[src/rtl/pipe_pkg.sv]
// Shared defaults for the pipeline stage register: payload widths, counter width,
// the bubble control value and the output-source selector.
package pipe_pkg;

    localparam int DEF_DATA_W = 64;
    localparam int DEF_CTRL_W = 2;
    localparam int DEF_RD_W   = 5;
    localparam int DEF_CNT_W  = 16;

    // Every control bit of a bubble is this value, so a bubble never writes back.
    localparam logic BUBBLE_CTRL_BIT = 1'b0;

    typedef enum logic [1:0] {
        SRC_NONE  = 2'd0,
        SRC_INPUT = 2'd1,
        SRC_SKID  = 2'd2
    } out_src_e;

endpackage

[src/rtl/pipe_stage_reg_if.sv]
// Valid/ready payload channel through one pipeline stage: upstream side (in_*)
// and downstream side (out_*). The stage uses the slave modport.
interface pipe_stage_reg_if
    import pipe_pkg::*;
#(
    parameter int DATA_W = DEF_DATA_W,
    parameter int CTRL_W = DEF_CTRL_W,
    parameter int RD_W   = DEF_RD_W
) ();

    logic              in_valid;
    logic              in_ready;
    logic [CTRL_W-1:0] in_ctrl;
    logic [DATA_W-1:0] in_data;
    logic [RD_W-1:0]   in_rd;

    logic              out_valid;
    logic              out_ready;
    logic [CTRL_W-1:0] out_ctrl;
    logic [DATA_W-1:0] out_data;
    logic [RD_W-1:0]   out_rd;

    modport master (
        output in_valid, in_ctrl, in_data, in_rd, out_ready,
        input  in_ready, out_valid, out_ctrl, out_data, out_rd
    );

    modport slave (
        input  in_valid, in_ctrl, in_data, in_rd, out_ready,
        output in_ready, out_valid, out_ctrl, out_data, out_rd
    );

endinterface

[src/rtl/pipe_skid_buf.sv]
// Single skid entry that catches a payload arriving while the stage output is stalled.
// Only exists in builds with PIPE_SKID_BUF_EN defined.
`ifdef PIPE_SKID_BUF_EN
module pipe_skid_buf
    import pipe_pkg::*;
#(
    parameter int DATA_W = DEF_DATA_W,
    parameter int CTRL_W = DEF_CTRL_W,
    parameter int RD_W   = DEF_RD_W
) (
    input  logic              clk,
    input  logic              reset,
    input  logic              flush,
    input  logic              load,
    input  logic              pop,
    input  logic [CTRL_W-1:0] in_ctrl,
    input  logic [DATA_W-1:0] in_data,
    input  logic [RD_W-1:0]   in_rd,
    output logic              full,
    output logic [CTRL_W-1:0] out_ctrl,
    output logic [DATA_W-1:0] out_data,
    output logic [RD_W-1:0]   out_rd
);

    logic              full_q, full_d;
    logic [CTRL_W-1:0] ctrl_q, ctrl_d;
    logic [DATA_W-1:0] data_q, data_d;
    logic [RD_W-1:0]   rd_q,   rd_d;

    // load and pop never coincide: load needs an empty entry, pop a full one.
    always_comb begin
        full_d = full_q;
        ctrl_d = ctrl_q;
        data_d = data_q;
        rd_d   = rd_q;
        if (flush) begin
            full_d = 1'b0;
        end else if (load) begin
            full_d = 1'b1;
            ctrl_d = in_ctrl;
            data_d = in_data;
            rd_d   = in_rd;
        end else if (pop) begin
            full_d = 1'b0;
        end
    end

    always_ff @(posedge clk or negedge reset) begin
        if (!reset) begin
            full_q <= 1'b0;
            ctrl_q <= '0;
            data_q <= '0;
            rd_q   <= '0;
        end else begin
            full_q <= full_d;
            ctrl_q <= ctrl_d;
            data_q <= data_d;
            rd_q   <= rd_d;
        end
    end

    assign full     = full_q;
    assign out_ctrl = ctrl_q;
    assign out_data = data_q;
    assign out_rd   = rd_q;

endmodule
`endif

[src/rtl/pipe_stage_reg.sv]
// One valid/ready pipeline register with flush, bubble control and a saturating stall counter.
// Define PIPE_SKID_BUF_EN to add a skid entry and make in_ready a registered signal.
module pipe_stage_reg
    import pipe_pkg::*;
#(
    parameter int DATA_W = DEF_DATA_W,
    parameter int CTRL_W = DEF_CTRL_W,
    parameter int RD_W   = DEF_RD_W,
    parameter int CNT_W  = DEF_CNT_W
) (
    input  logic             clk,
    input  logic             reset,
    input  logic             flush,
    pipe_stage_reg_if.slave  bus,
    output logic [CNT_W-1:0] stall_cnt
);

    localparam logic [CTRL_W-1:0] BUBBLE_CTRL = {CTRL_W{BUBBLE_CTRL_BIT}};

    function automatic logic [CNT_W-1:0] sat_inc(input logic [CNT_W-1:0] v);
        return (&v) ? v : v + CNT_W'(1);
    endfunction

    logic              out_valid_q, out_valid_d;
    logic [CTRL_W-1:0] out_ctrl_q,  out_ctrl_d;
    logic [DATA_W-1:0] out_data_q,  out_data_d;
    logic [RD_W-1:0]   out_rd_q,    out_rd_d;
    logic [CNT_W-1:0]  stall_cnt_q, stall_cnt_d;

    logic     out_can_take;
    logic     in_ready_int;
    logic     in_xfer;
    logic     stalled;
    out_src_e out_src;

    assign out_can_take = ~out_valid_q | bus.out_ready;
    assign stalled      = out_valid_q & ~bus.out_ready;
    assign in_xfer      = bus.in_valid & in_ready_int & ~flush;

`ifdef PIPE_SKID_BUF_EN
    logic              skid_full;
    logic              skid_load;
    logic              skid_pop;
    logic [CTRL_W-1:0] skid_ctrl;
    logic [DATA_W-1:0] skid_data;
    logic [RD_W-1:0]   skid_rd;

    // A payload accepted while the output is stalled parks in the skid entry.
    assign skid_load    = in_xfer & ~out_can_take;
    assign skid_pop     = skid_full & out_can_take & ~flush;
    assign in_ready_int = ~skid_full;

    pipe_skid_buf #(
        .DATA_W (DATA_W),
        .CTRL_W (CTRL_W),
        .RD_W   (RD_W)
    ) u_skid (
        .clk      (clk),
        .reset    (reset),
        .flush    (flush),
        .load     (skid_load),
        .pop      (skid_pop),
        .in_ctrl  (bus.in_ctrl),
        .in_data  (bus.in_data),
        .in_rd    (bus.in_rd),
        .full     (skid_full),
        .out_ctrl (skid_ctrl),
        .out_data (skid_data),
        .out_rd   (skid_rd)
    );
`else
    assign in_ready_int = out_can_take;
`endif

    // The skid entry is older than anything on the input, so it wins the output slot.
    always_comb begin
        out_src = SRC_NONE;
`ifdef PIPE_SKID_BUF_EN
        if (skid_full) begin
            out_src = SRC_SKID;
        end else if (in_xfer) begin
            out_src = SRC_INPUT;
        end
`else
        if (in_xfer) begin
            out_src = SRC_INPUT;
        end
`endif
    end

    always_comb begin
        out_valid_d = out_valid_q;
        out_ctrl_d  = out_ctrl_q;
        out_data_d  = out_data_q;
        out_rd_d    = out_rd_q;
        stall_cnt_d = stalled ? sat_inc(stall_cnt_q) : stall_cnt_q;
        if (flush) begin
            out_valid_d = 1'b0;
            out_ctrl_d  = BUBBLE_CTRL;
        end else if (out_can_take) begin
            case (out_src)
`ifdef PIPE_SKID_BUF_EN
                SRC_SKID: begin
                    out_valid_d = 1'b1;
                    out_ctrl_d  = skid_ctrl;
                    out_data_d  = skid_data;
                    out_rd_d    = skid_rd;
                end
`endif
                SRC_INPUT: begin
                    out_valid_d = 1'b1;
                    out_ctrl_d  = bus.in_ctrl;
                    out_data_d  = bus.in_data;
                    out_rd_d    = bus.in_rd;
                end
                default: begin
                    out_valid_d = 1'b0;
                    out_ctrl_d  = BUBBLE_CTRL;
                end
            endcase
        end
    end

    always_ff @(posedge clk or negedge reset) begin
        if (!reset) begin
            out_valid_q <= 1'b0;
            out_ctrl_q  <= '0;
            out_data_q  <= '0;
            out_rd_q    <= '0;
            stall_cnt_q <= '0;
        end else begin
            out_valid_q <= out_valid_d;
            out_ctrl_q  <= out_ctrl_d;
            out_data_q  <= out_data_d;
            out_rd_q    <= out_rd_d;
            stall_cnt_q <= stall_cnt_d;
        end
    end

    assign bus.in_ready  = in_ready_int;
    assign bus.out_valid = out_valid_q;
    assign bus.out_ctrl  = out_ctrl_q;
    assign bus.out_data  = out_data_q;
    assign bus.out_rd    = out_rd_q;
    assign stall_cnt     = stall_cnt_q;

endmodule

[src/flat_wrapper.sv]
// flat-port wrapper written by rule: the top's interface ports become plain ports
module pipe_stage_reg_flat import pipe_pkg::*;
#(
    parameter int DATA_W = DEF_DATA_W,
    parameter int CTRL_W = DEF_CTRL_W,
    parameter int RD_W   = DEF_RD_W,
    parameter int CNT_W  = DEF_CNT_W
)
  (clk, reset, flush, stall_cnt, bus_in_valid, bus_in_ctrl, bus_in_data, bus_in_rd, bus_out_ready, bus_in_ready, bus_out_valid, bus_out_ctrl, bus_out_data, bus_out_rd);
  pipe_stage_reg_if #(.DATA_W(DATA_W), .CTRL_W(CTRL_W), .RD_W(RD_W)) bus_i ();
  input  logic clk;
  input  logic reset;
  input  logic flush;
  output logic [CNT_W-1:0] stall_cnt;
  input wire logic [$bits(bus_i.in_valid)-1:0] bus_in_valid;
  input wire logic [$bits(bus_i.in_ctrl)-1:0] bus_in_ctrl;
  input wire logic [$bits(bus_i.in_data)-1:0] bus_in_data;
  input wire logic [$bits(bus_i.in_rd)-1:0] bus_in_rd;
  input wire logic [$bits(bus_i.out_ready)-1:0] bus_out_ready;
  output wire logic [$bits(bus_i.in_ready)-1:0] bus_in_ready;
  output wire logic [$bits(bus_i.out_valid)-1:0] bus_out_valid;
  output wire logic [$bits(bus_i.out_ctrl)-1:0] bus_out_ctrl;
  output wire logic [$bits(bus_i.out_data)-1:0] bus_out_data;
  output wire logic [$bits(bus_i.out_rd)-1:0] bus_out_rd;
  assign bus_i.in_valid = bus_in_valid;
  assign bus_i.in_ctrl = bus_in_ctrl;
  assign bus_i.in_data = bus_in_data;
  assign bus_i.in_rd = bus_in_rd;
  assign bus_i.out_ready = bus_out_ready;
  assign bus_in_ready = bus_i.in_ready;
  assign bus_out_valid = bus_i.out_valid;
  assign bus_out_ctrl = bus_i.out_ctrl;
  assign bus_out_data = bus_i.out_data;
  assign bus_out_rd = bus_i.out_rd;
  pipe_stage_reg #(.DATA_W(DATA_W), .CTRL_W(CTRL_W), .RD_W(RD_W), .CNT_W(CNT_W)) u_core (.clk(clk), .reset(reset), .flush(flush), .bus(bus_i), .stall_cnt(stall_cnt));
endmodule
[config.mk]
export PLATFORM = sky130hd
export DESIGN_NAME = pipe_stage_reg_flat
export DESIGN_NICKNAME = d
export VERILOG_FILES = /design/src/rtl/pipe_pkg.sv /design/src/rtl/pipe_stage_reg_if.sv /design/src/rtl/pipe_skid_buf.sv /design/src/rtl/pipe_stage_reg.sv /design/src/flat_wrapper.sv
export SDC_FILE = /design/constraint.sdc
export NUM_CORES = 1
export LEC_CHECK = 0
export BUFFER_PORTS_ARGS = -buffer_cell sky130_fd_sc_hd__clkbuf_2
export CORE_MARGIN = 5
export CORE_UTILIZATION = 38
export CTS_BUF_LIST = sky130_fd_sc_hd__clkbuf_16
export DETAILED_ROUTE_END_ITERATION = 10
export MAX_ROUTING_LAYER = met4
export PLACE_DENSITY = 0.67
export SLEW_MARGIN = 20
export SYNTH_ARGS = -nofsm -noshare
export SYNTH_HDL_FRONTEND = slang
export SYNTH_SLANG_ARGS = --single-unit
[constraint.sdc]
create_clock -name clk -period 1.94 [get_ports clk]
set_clock_uncertainty 0.05 [all_clocks]
set_input_delay 0.097 -clock clk [delete_from_list [all_inputs] [get_ports clk]]
set_output_delay 0.097 -clock clk [all_outputs]
set_load 0.005 [all_outputs]
==> metrics <==
Filler Cell Count ~680; Placed Cells incl. Taps 505; CP endpoint kind register; type of the tightest min-delay check in -> reg; iteration-0 DRC count of the detailed router 96; Total Die Area 11200 sq um; type of element launching the critical path register; Global Route met3 Usage 3.55%; final std cell area, no fill 5510 sq um; total area of multi-input combinational cells 1240 sq um; post-route antenna net violation count 0; dpl ws ~0.096 ns; initial cell density of the core 38.4%; startpoint of the tightest hold check path bus_in_valid; Reg2Reg Launch Point u_core.stall_cnt[0]; CTS root buffer clkbuf_16; maximum clock insertion buffer count 2; number of maximum-capacitance constraint violations 0; Worst Path Required around 2.1 ns; Setup Buffers After CTS 0; R2R setup slack ~0.13 ns; diode insertion count for antenna repair 0; post-synth net total 307; GRT Overall Usage 16.7%; HPWL reported at the end of detailed placement 5.67 mm; Die Height 106 microns; Worst-Skew Late Latency 0.32 ns; critical setup path kind reg -> reg; switch share between 20 and 30%; Lkg Pwr 2.72 nW; P_sw 1.27 mW; Total Neg Setup Slack 0 ns; pwr dens around 910 nW/um^2; wire length per cell after detailed routing 14.9 microns; combinational share of power 20.8%; Endpoint, Worst Hold u_core.bus.out_ctrl[1]; count of pins on the block boundary 165; synthesized netlist cell count 230; relative slew slack about two thirds; antenna violations before repair 0; count of cell types in the netlist 27; vias in the first global route 3040; arrival time at the worst endpoint 1.96 ns; hold path depth 3; portion of total power attributed to sequential cells between 40% and 50%; final slew viol count 0; Netlist Area Pre-Place 3480 sq um; clock share of power 32.6%; global-route congestion overflow total 0; global-route wire length before repair 14.7 mm; min setup slack post-route 0.131 ns; clock tree from TritonCTS yes; final count of negative-setup-slack endpoints 0; vias per cell ~4.7; NumNets Final ~560; most area-hungry cell type in the Yosys netlist dfrtp_1; ratio of cells with drive above 1 in the final layout 54.5%; end of the worst register-to-register path u_core.stall_cnt[1]; minimum period implied by the final worst setup slack 1.81 ns; Highest Clock Rate about 550 MHz; CP max FO 6; Clock Pin Slew Worst Setup and Hold Paths 0.06 ns; maximum number of pins on one net before global-route repair roughly 90; count of final hold-check violations 0; total area of sequential cells 2200 sq um; #FFs+latches synth 88; number of placement rows 35; number of cells in the finished layout apart from fillers 594; RD Place Congestion roughly 0.75; total of buffers placed on input and output ports 164; area of placed instances 4490 sq um; internal cell power 3.73 mW; Total Power Consumption 5.00 mW; worst vdd rail ir drop 0.000438 V; Yosys top cell area share between 60 and 70%; grt met2 use 27.8%; routed vias 2783; Floorplan Core Area 9060 sq um; die width 106 microns; Area contributors post-synth dfrtp_1, mux2_2, xor2_1; transition time of the tightest slew-check pin 0.483 ns; wire length after detailed routing 8.88 mm; grt peak-use layer met2; Syn. warnings 0; DRC viols 0; share of the clock period used by the worst path after layout 93.3%; CTS H-Tree Depth 3; area delta synth->final 58.3%; Initial DRT Pass Iterations 4; Sink Count 88; sequential fraction of the synthesis area between 60 and 70%; R2R depth 5; average cell area after synthesis 15.1 sq um; met1 usage 20.0%; result of the run complete, no violations; number of buffers created by CTS 9; RSZ-0062 raised after global routing false
## layout by cell type (no fill, tap or decap), types with 2 or more instances in the layout
| master | count |
|---|---|
| nor3b_1 | 2 |
| mux2_1 | 2 |
| dlygate4sd3_1 | 74 |
| mux2_2 | 68 |
| nor4b_2 | 2 |
| clkbuf_16 | 9 |
| nand2_1 | 5 |
| xor2_1 | 11 |
| nand4_1 | 2 |
| and3_1 | 2 |
| nand3_1 | 6 |
| buf_12 | 2 |
| nor3_1 | 5 |
| nor4_2 | 3 |
| nor2_1 | 8 |
| nand4_2 | 2 |
| dfrtp_1 | 88 |
| a21oi_1 | 4 |
| clkinv_2 | 3 |
| clkbuf_2 | 163 |
| buf_4 | 6 |
| inv_1 | 5 |
## per-stage QoR
stage          hold WS [ns]  utilization (%)
6_report             0.0247             60.8
2_1_floorplan        -0.249                -
3_5_place_dp          0.133             49.5
5_1_grt              0.0306             60.8
3_3_place_gp          0.122             49.5
4_1_cts              0.0178             60.8
## state kept, by name (all words and copies together), names as in the netlist
signal                cells
u_core.bus.out_rd         5
u_core.bus.out_ctrl       2
u_core.stall_cnt         16
u_core.bus.out_valid      1
u_core.bus.out_data      64
## power groups by stage
stage	combinational (mW)	sequential, mW	clock, mW
2_1_floorplan	0.358	2.37	0
3_3_place_gp	0.905	2.35	0
3_5_place_dp	0.931	2.36	0
4_1_cts	1.05	2.33	1.69
5_1_grt	1.14	2.38	1.76
6_report	1.04	2.33	1.63
## cell type report
cell class                      instances  share of cell area (%)
Clock buffer                            9                    4.09
Clock inverter                          6                   0.953
Inverter                                4                   0.272
Multi-Input combinational cell        131                    22.4
Sequential cell                        88                    40.0
Tap cell                              111                    2.52
Timing Repair Buffer                  245                    29.8
## metal layers
metal  wire length [microns]  share of wire (%)
met1                    3720                 42
met2                    4390                 49
met3                     573                6.5
met4                     194                2.2
met5                       0                  0
## cell usage after synthesis (all sizes together)
cell type / n
dfrtp: 88
mux2: 70
xor2: 11
nor2: 8
buf: 7
nand3: 6
nand2: 5
nor3: 5
a21oi: 4
inv: 4
nand4: 4
nor4: 4
nor3b: 3
and3: 2
nor4b: 2
a31oi: 1
and4b: 1
ha: 1
nor2b: 1
o32a: 1
or3: 1
xnor2: 1
## cells by family after synthesis
logic type,share of synthesized area [%]
DFF,63.2
muxes,22.6
and+or+nand+nor,8.19
xor gates and xnor gates,3.02
buffers and inverters,1.51
AOI/OAI and AO/OA,1.04
adders and majority gates,0.359
## worst max-delay path by stage
stage	start	cells past startpoint	slack, ns	endpoint
floorplan	u_core.bus.out_valid	5	0.20	u_core.bus.out_data[51]
global placement	u_core.stall_cnt[0]	5	0.13	u_core.stall_cnt[1]
detailed placement	u_core.stall_cnt[0]	5	0.1	u_core.stall_cnt[1]
CTS	u_core.stall_cnt[0]	5	0.08	u_core.stall_cnt[1]
global route	u_core.stall_cnt[0]	5	0.03	u_core.stall_cnt[1]
finish	u_core.stall_cnt[0]	5	0.13	u_core.stall_cnt[1]
## timing repair
action | 4_1_cts | 5_1_grt
gates resized for setup | 0 | 1
setup endpoints to repair | 0 | 1
hold buffers | 74 | 0
endpoints found under the hold margin | 160 | 0
## worst max-delay path, stage by stage, from the launching register on
cell and delay, ns:
dfrtp_1 0.40, ha_2 0.26, nand3_1 0.13, nor4_2 0.36
nor2_1 0.14, mux2_1 0.33
No activity file was read; power rests on OpenSTA's default activity.
